--- config.mk ---
export PLATFORM = sky130hd
export DESIGN_NAME = spi_boot_loader
export DESIGN_NICKNAME = d
export VERILOG_FILES = /design/src/rtl/spi_boot_loader.sv
export SDC_FILE = /design/constraint.sdc
export NUM_CORES = 1
export LEC_CHECK = 0
export ABC_AREA = 1
export CORE_MARGIN = 2
export CORE_UTILIZATION = 35
export DETAILED_ROUTE_END_ITERATION = 8
export DONT_BUFFER_PORTS = 1
export GPL_TIMING_DRIVEN = 0
export PLACE_DENSITY = 0.54
export SYNTH_ARGS = -nofsm -noshare
export SYNTH_HDL_FRONTEND = slang
export SYNTH_SLANG_ARGS = --single-unit
--- constraint.sdc ---
create_clock -name clk -period 2.9 [get_ports clk]
set_input_delay 0.435 -clock clk [delete_from_list [all_inputs] [get_ports clk]]
set_output_delay 0.435 -clock clk [all_outputs]
set_load 0.01 [all_outputs]
--- src/rtl/spi_boot_loader.sv ---
// SPI-slave boot loader: writes/reads external SRAM from SPI frames, then hands the SRAM bus to the Atom.
// Latency: SPI pins seen 2-3 clk late; each SRAM access takes WE_CYCLES clk plus setup/hold.
// Backpressure: none. SCK must stay at or below clk/4. BOOT_CHECKSUM_EN adds a write checksum (cmd 0x05).
module spi_boot_loader #(
    parameter int ADDR_W    = 18,
    parameter int WE_CYCLES = 2
) (
    input  logic              clk,
    input  logic              reset_b,
    input  logic              SCK,
    input  logic              SSEL,
    input  logic              MOSI,
    output logic              MISO,
    output logic              booting,
    output logic              progress,
    input  logic              atom_RAMCS_b,
    input  logic              atom_RAMOE_b,
    input  logic              atom_RAMWE_b,
    input  logic [ADDR_W-1:0] atom_RAMA,
    input  logic [7:0]        atom_RAMDin,
    output logic              ext_RAMCS_b,
    output logic              ext_RAMOE_b,
    output logic              ext_RAMWE_b,
    output logic [ADDR_W-1:0] ext_RAMA,
    output logic [7:0]        ext_RAMDin,
    input  logic [7:0]        ext_RAMDout
);
    typedef enum logic [3:0] {IDLE, CMD, ADDR, WDATA, WPULSE, RFETCH, RDATA, SKIP, DONE} state_t;

    localparam logic [3:0] WE_LEN = 4'(WE_CYCLES);

    state_t              state, state_nxt;
    logic [2:0]          sck_s, ssel_s;
    logic [1:0]          mosi_s;
    logic                sck_rise, sck_fall, ssel_rise, ssel_fall, ssel_act;
    logic [2:0]          bit_cnt;
    logic [6:0]          rx_sh;
    logic                byte_vld;
    logic [7:0]          rx_byte;
    logic [ADDR_W-1:0]   addr;
    logic [ADDR_W+7:0]   addr_sh;
    logic [1:0]          addr_cnt;
    logic                is_rd, rel_pend;
    logic [3:0]          pcnt;
    logic                pulse_end;
    logic [7:0]          wdat, rd_buf, tx_sh;
    logic                miso_q, boot_we_b, boot_oe_b;

    always_ff @(posedge clk or negedge reset_b) begin
        if (!reset_b) begin
            sck_s  <= 3'b000;
            ssel_s <= 3'b111;
            mosi_s <= 2'b00;
        end else begin
            sck_s  <= {sck_s[1:0], SCK};
            ssel_s <= {ssel_s[1:0], SSEL};
            mosi_s <= {mosi_s[0], MOSI};
        end
    end

    // Stage 1 of SCK/SSEL lines up with stage 1 of MOSI; stage 2 is only for edge detection.
    assign sck_rise  = sck_s[1] & ~sck_s[2];
    assign sck_fall  = ~sck_s[1] & sck_s[2];
    assign ssel_rise = ssel_s[1] & ~ssel_s[2];
    assign ssel_fall = ~ssel_s[1] & ssel_s[2];
    assign ssel_act  = ~ssel_s[1];
    assign rx_byte   = {rx_sh, mosi_s[1]};
    assign byte_vld  = sck_rise & ssel_act & (bit_cnt == 3'd7) & (state != DONE);
    assign addr_sh   = {addr, rx_byte};
    assign pulse_end = ((state == WPULSE) && (pcnt == WE_LEN + 4'd1)) ||
                       ((state == RFETCH) && (pcnt == WE_LEN));

    always_ff @(posedge clk or negedge reset_b) begin
        if (!reset_b) begin
            bit_cnt  <= 3'd0;
            rx_sh    <= 7'd0;
            progress <= 1'b0;
        end else begin
            progress <= byte_vld;
            if (!ssel_act || ssel_fall) begin
                bit_cnt <= 3'd0;
            end else if (sck_rise) begin
                bit_cnt <= bit_cnt + 3'd1;
                rx_sh   <= {rx_sh[5:0], mosi_s[1]};
            end
        end
    end

    always_ff @(posedge clk or negedge reset_b) begin
        if (!reset_b) state <= IDLE;
        else          state <= state_nxt;
    end

    always_comb begin
        state_nxt = state;
        case (state)
            IDLE:   if (ssel_fall) state_nxt = CMD;
            CMD:    if (byte_vld) begin
                        case (rx_byte)
                            8'h02, 8'h03: state_nxt = ADDR;
                            default:      state_nxt = SKIP;
                        endcase
                    end
            ADDR:   if (byte_vld && addr_cnt == 2'd2) state_nxt = is_rd ? RFETCH : WDATA;
            WDATA:  if (byte_vld) state_nxt = WPULSE;
            WPULSE: if (pulse_end) state_nxt = ssel_act ? WDATA : IDLE;
            RFETCH: if (pulse_end) state_nxt = ssel_act ? RDATA : IDLE;
            RDATA:  if (byte_vld) state_nxt = RFETCH;
            SKIP:   state_nxt = SKIP;
            DONE:   state_nxt = DONE;
            default: state_nxt = IDLE;
        endcase
        // SRAM strobes in flight finish first; they drop to IDLE on their own when SSEL is gone.
        if (ssel_rise && (state inside {CMD, ADDR, WDATA, RDATA, SKIP}))
            state_nxt = rel_pend ? DONE : IDLE;
    end

`ifdef BOOT_CHECKSUM_EN
    logic [7:0] csum;

    always_ff @(posedge clk or negedge reset_b) begin
        if (!reset_b)                        csum <= 8'd0;
        else if (state == WDATA && byte_vld) csum <= csum + rx_byte;
    end
`endif

    always_ff @(posedge clk or negedge reset_b) begin
        if (!reset_b) begin
            addr      <= '0;
            addr_cnt  <= 2'd0;
            is_rd     <= 1'b0;
            rel_pend  <= 1'b0;
            pcnt      <= 4'd0;
            wdat      <= 8'd0;
            rd_buf    <= 8'hFF;
            tx_sh     <= 8'hFF;
            miso_q    <= 1'b1;
            boot_we_b <= 1'b1;
            boot_oe_b <= 1'b1;
        end else begin
            if ((state inside {WPULSE, RFETCH}) && state_nxt == state) pcnt <= pcnt + 4'd1;
            else                                                      pcnt <= 4'd0;

            if (state == CMD && byte_vld) begin
                addr_cnt <= 2'd0;
                is_rd    <= (rx_byte == 8'h03);
                rel_pend <= (rx_byte == 8'hA5);
            end
            if (state == ADDR && byte_vld) begin
                addr     <= addr_sh[ADDR_W-1:0];
                addr_cnt <= addr_cnt + 2'd1;
            end
            if (state == WDATA && byte_vld) wdat <= rx_byte;

            // Write: one setup clk, WE_CYCLES low, one hold clk, then advance.
            if (state == WPULSE) begin
                if (pcnt == 4'd0)         boot_we_b <= 1'b0;
                if (pcnt == WE_LEN)       boot_we_b <= 1'b1;
                if (pcnt == WE_LEN + 4'd1) addr     <= addr + ADDR_W'(1);
            end
            if (state == RFETCH) begin
                if (pcnt == 4'd0) boot_oe_b <= 1'b0;
                if (pcnt == WE_LEN) begin
                    boot_oe_b <= 1'b1;
                    rd_buf    <= ext_RAMDout;
                    addr      <= addr + ADDR_W'(1);
                end
            end

            // Fetched data goes out one byte after it was fetched, so the first read byte is 0xFF.
            if (ssel_fall) begin
                tx_sh  <= 8'hFF;
                miso_q <= 1'b1;
            end else if (byte_vld) begin
                tx_sh <= (state == RDATA) ? rd_buf : 8'hFF;
`ifdef BOOT_CHECKSUM_EN
                if (state == CMD && rx_byte == 8'h05) tx_sh <= csum;
`endif
            end else if (sck_fall) begin
                miso_q <= tx_sh[7];
                tx_sh  <= {tx_sh[6:0], 1'b1};
            end
        end
    end

    assign MISO        = ssel_act ? miso_q : 1'b1;
    assign booting     = (state != DONE);
    assign ext_RAMCS_b = booting ? 1'b0      : atom_RAMCS_b;
    assign ext_RAMOE_b = booting ? boot_oe_b : atom_RAMOE_b;
    assign ext_RAMWE_b = booting ? boot_we_b : atom_RAMWE_b;
    assign ext_RAMA    = booting ? addr      : atom_RAMA;
    assign ext_RAMDin  = booting ? wdat      : atom_RAMDin;
endmodule

After elaboration in Yosys (flattened, before gate mapping). Index checks and enable logic that the tools add are counted.

Register bits after elaboration: 76. Bits of input ports: 42. Output and inout bits: 32. Word-level logic and storage cells: 116.

Add/subtract/negate cells: 4. Equality and inequality tests: 18. Multiplexer cells: 39. Bitwise gates (word level): 12. Reductions and logical operators: 25.

Operators by type and width (count): $mux 18 (6); $mux 4 (10); $mux 8 (5); $pmux 4 s9 (1); $add 18x1->18 const B (1); $eq 4x2->1 const B (4); $eq 4x3->1 const B (4); $eq 8x2->1 const B (2); $mux 3 (5); $reduce_and 2->1 (5); $reduce_bool 2->1 (5); $mux 1 (9); $eq 8x8->1 const B (1); $logic_and 1x1->1 (8); $logic_not 4->1 (2); $and 1x1->1 (7); $mux 2 (3); $not 1->1 (5); $reduce_bool 5->1 (1); $add 4x1->4 const B (1); $eq 4x1->1 const B (1); $eq 4x4->1 (1); $eq 4x4->1 const B (1); $ne 4x4->1 const B (1); other kinds (8) (9).

Longest topological paths before layout.
Depth in word-level cells: 12. Mapped depth: 15. Gate-level depth less buffers: 15.

Least setup slack after synthesis. No wires, ideal clock.

Path kind: flip-flop to output port. From: reg state[1]. To: out ext_RAMA[14]. Arrival time: 1443 ps. Required time: 2465 ps. Setup slack: 1022 ps. Stages on the path, launching flop included: 9. Path buffers: 3. Path through: dfrtp_1 > buf_6 > inv_2 > nand2_2 > nor2_4 > buf_2 > buf_1 > nand2_1 > nand2_1.

Word-level cells in the longest chain between the ends: 2.

RTL lines: start, declared (line 32) `state_t state, state_nxt;`; start signal, assigned (line 91) `else state <= state_nxt;`; $ne 4x4->1 (line 187) `assign booting = (state != DONE);`; $mux 18 (line 191) `assign ext_RAMA = booting ? addr : atom_RAMA;`; end, declared (line 24) `output logic [ADDR_W-1:0] ext_RAMA,`.

Every way passes these cells.

Worst setup path after layout.
From: reg state[0]. To: out ext_RAMA[16].

Same word-level chain as after synthesis.

==> impl_metrics.yaml <==
yosys:
  synth_top_family_by_area: "simple AND/OR/NAND/NOR gates"
  synth-seq-cells: 76
  synth_cell_types: 37
  yosysWarnings: 0
  ys.flop_type: "dfrtp_1"
  synth_xor_area_share_pct: 1.251
  ys_async_sr_fraction_pct: 100.0
  synth_cells: 540
  synth_compound_area_share_pct: 14.30
  synth_area_um2: 4199
  synthAdderAreaFrac_pct: 2.086
  synth-simple-area-share_pct: 26.52
  synth_mux_area_share_pct: 2.414
  avgSynthCellArea_um2: 7.776
  synth_nets: 589
  ys_seq_area_share_pct: 45.95
  synth-edff-count: 0
cts:
  clk_path_buf_depth: 2
  postCtsSetupBuffers: 0
  ctsRootBufferMaster: "clkbuf_16"
  clock_latency_ns: 0.35
  path_clk_slew_ns: 0.06
  cts_made_buffers: 9
  cts_htree_levels: 3
  clock-sinks: 76
  cts_tree: "done"
die:
  start_util_pct: 35.40
  rows: 40
  dieArea_um2: 12890
  fp.dieH_um: 113.5
  die_width_um: 113.5
  core_area_um2: 11860
  io_pins: 74
min_path:
  hold_path_depth: 0
  holdPathEnd: "ssel_s[0]"
  hold_path.class: "in2reg"
  holdCritStartpoint: "SSEL"
routing:
  viasPerCell: 5.060
  drtIter0Drc: 172
  antenna_left: 0
  firstDrtPassIters: 5
  num_vias: 3567
  drc: 0
  wl_um: 10550
  wire_per_inst_um: 14.97
worst_setup_path:
  cp.required_ns: 2.47
  rr_worst_depth: 10
  crit-reg2reg-capture: "addr[16]"
  path_class: "reg2out"
  r2r_start: "addr[1]"
  r2r_slack_ns: 0.78
  cp-end-kind: "output pin"
  cp.arrival_ns: 2.19
  worstPathMaxFanout: 10
  start_kind: "register"
placed_design:
  portBuffers: 0
  place_hpwl_um: 7530
  place.gp.congestion: 0.8344
global_route:
  grt_overflow: 0
  grt_pass1_wl_um: 17390
  grt_max_degree: 77
  first_global_vias: 3455
  grtUsageTotal_pct: 17.40
  antenna_found_initial: 0
final_layout:
  n_antenna_cell: 0
  layout_commonest_cell: "nand2_1"
  syn_to_final_growth_pct: 12.54
  final_cell_mix: "nand2_1 (153), o21ai_0 (61), dfrtp_1 (54), inv_1 (53), nor2_1 (51)"
  drive_above_1_share_pct: 15.23
  layout.nets: 602
sta:
  setup_violations: 0
  hold_violations: 0
  slew_viol_final: 0
  worst_pin_slew_ns: 0.6452
  tns_ns: 0
  fin_skew_ns: 0.008692
  fin_crit_ns: 2.625
  fmax_ghz: 0.3810
  rsz0062_at_grt: "no"
  slew_headroom_pct: 56.99
  post-route-period-util_pct: 90.50
status:
  outcome: "finished, final reports clean"
run:
  cap_violations: 0
power_and_ir_drop:
  finalPower_w: 0.002807
  p_leak_nw: 2.229
  power_density_nw_per_um2: 594.0
  irDropWorstVdd_mv: 0.3467
-- worst max-delay path, stage by stage (launching register included) --
cell	delay, ns
dfrtp_1	0.49
inv_2	0.12
nand2_2	0.09
nor2_4	0.21
buf_2	0.29
buf_1	0.39
nand2_1	0.11
nand2_1	0.14
-- cell families after synthesis --
group	after synthesis
adder cells (fa/ha/maj)	7
multiplexers	9
flip-flops	76
AND/OR/NAND/NOR	254
XOR/XNOR	6
AO/OA/AOI/OAI	113
buffers and inverters	75
-- report_power, final --
group / switching [W] / leakage (nW) / total [W] / internal [W]
combinational: 0.000391 / 1.11 / 0.000510 / 0.000120
sequential: 0.0000507 / 0.968 / 0.00116 / 0.00111
clock: 0.000427 / 0.147 / 0.00114 / 0.000709
-- synth_stat cells, types with 7 or more instances --
| cell | count | area share (%) |
|---|---|---|
| a21oi_1 | 27 | 3.2 |
| clkbuf_1 | 7 | 0.63 |
| dfrtp_1 | 54 | 32 |
| dfstp_2 | 22 | 14 |
| ha_1 | 7 | 2.1 |
| inv_1 | 53 | 4.7 |
| mux2_2 | 9 | 2.4 |
| nand2_1 | 153 | 14 |
| nand2_2 | 7 | 1.0 |
| nand3_1 | 15 | 1.8 |
| nor2_1 | 51 | 4.6 |
| o21ai_0 | 61 | 7.3 |
| o22ai_1 | 10 | 1.5 |
-- registers in the layout (all words and copies together), names as in the netlist, 2 cells and up --
name / count
addr: 18
rd_buf: 8
tx_sh: 8
wdat: 8
rx_sh: 7
pcnt: 4
state: 4
bit_cnt: 3
sck_s: 3
ssel_s: 3
addr_cnt: 2
mosi_s: 2
-- stage by stage --
step | hold slack, ns | area [µm²] | util [%] | instances | setup WS, ns
3_3_place_gp | 0.1414 | 4383 | 36.95 | 687 | 0.4495
2_1_floorplan | 0.1394 | 4199 | - | 540 | 1.022
3_5_place_dp | 0.1416 | 4383 | 36.95 | 687 | 0.4122
5_1_grt | 0.06717 | 4726 | 39.84 | 705 | 0.09674
6_report | 0.08451 | 4726 | 39.84 | 705 | 0.2754
4_1_cts | 0.07027 | 4725 | 39.83 | 705 | 0.03839
-- what timing repair did --
action,in CTS,in global routing
endpoints found under the hold margin,76,0
endpoints found under the setup margin,0,10
hold buffers,2,0
resized for setup,0,2
-- area by class of cell --
type / count / area, µm²
Clock buffer: 16 / 304.0
Multi-Input combinational cell: 389 / 1956
Buffer: 17 / 97.59
Inverter: 58 / 217.7
Fill cell: 1228 / 7136
Sequential cell: 76 / 1929
Timing Repair Buffer: 2 / 37.54
Tap cell: 147 / 183.9
-- per-layer routing --
layer	wire [µm]	part of all wire, %	global-route usage [%]	vias to the layer above
met1	4876	46	22.84	1677
met2	4986	47	27.94	107
met5	0	0	0	-
met4	207	2.0	6.504	0
li1	-	-	-	1770
met3	482	4.6	4.304	13
-- worst max path at each step --
stage | from | to | slack, ns | depth (start not counted)
floorplan | state[1] | ext_RAMA[14] | 1.02 | 8
global placement | state[0] | ext_RAMA[13] | 0.45 | 6
detailed placement | state[0] | ext_RAMA[13] | 0.41 | 6
CTS | state[0] | ext_RAMA[13] | 0.04 | 6
global route | state[0] | ext_RAMDin[5] | 0.1 | 7
finish | state[0] | ext_RAMA[16] | 0.28 | 7
Power figures use the tool's default switching activity.
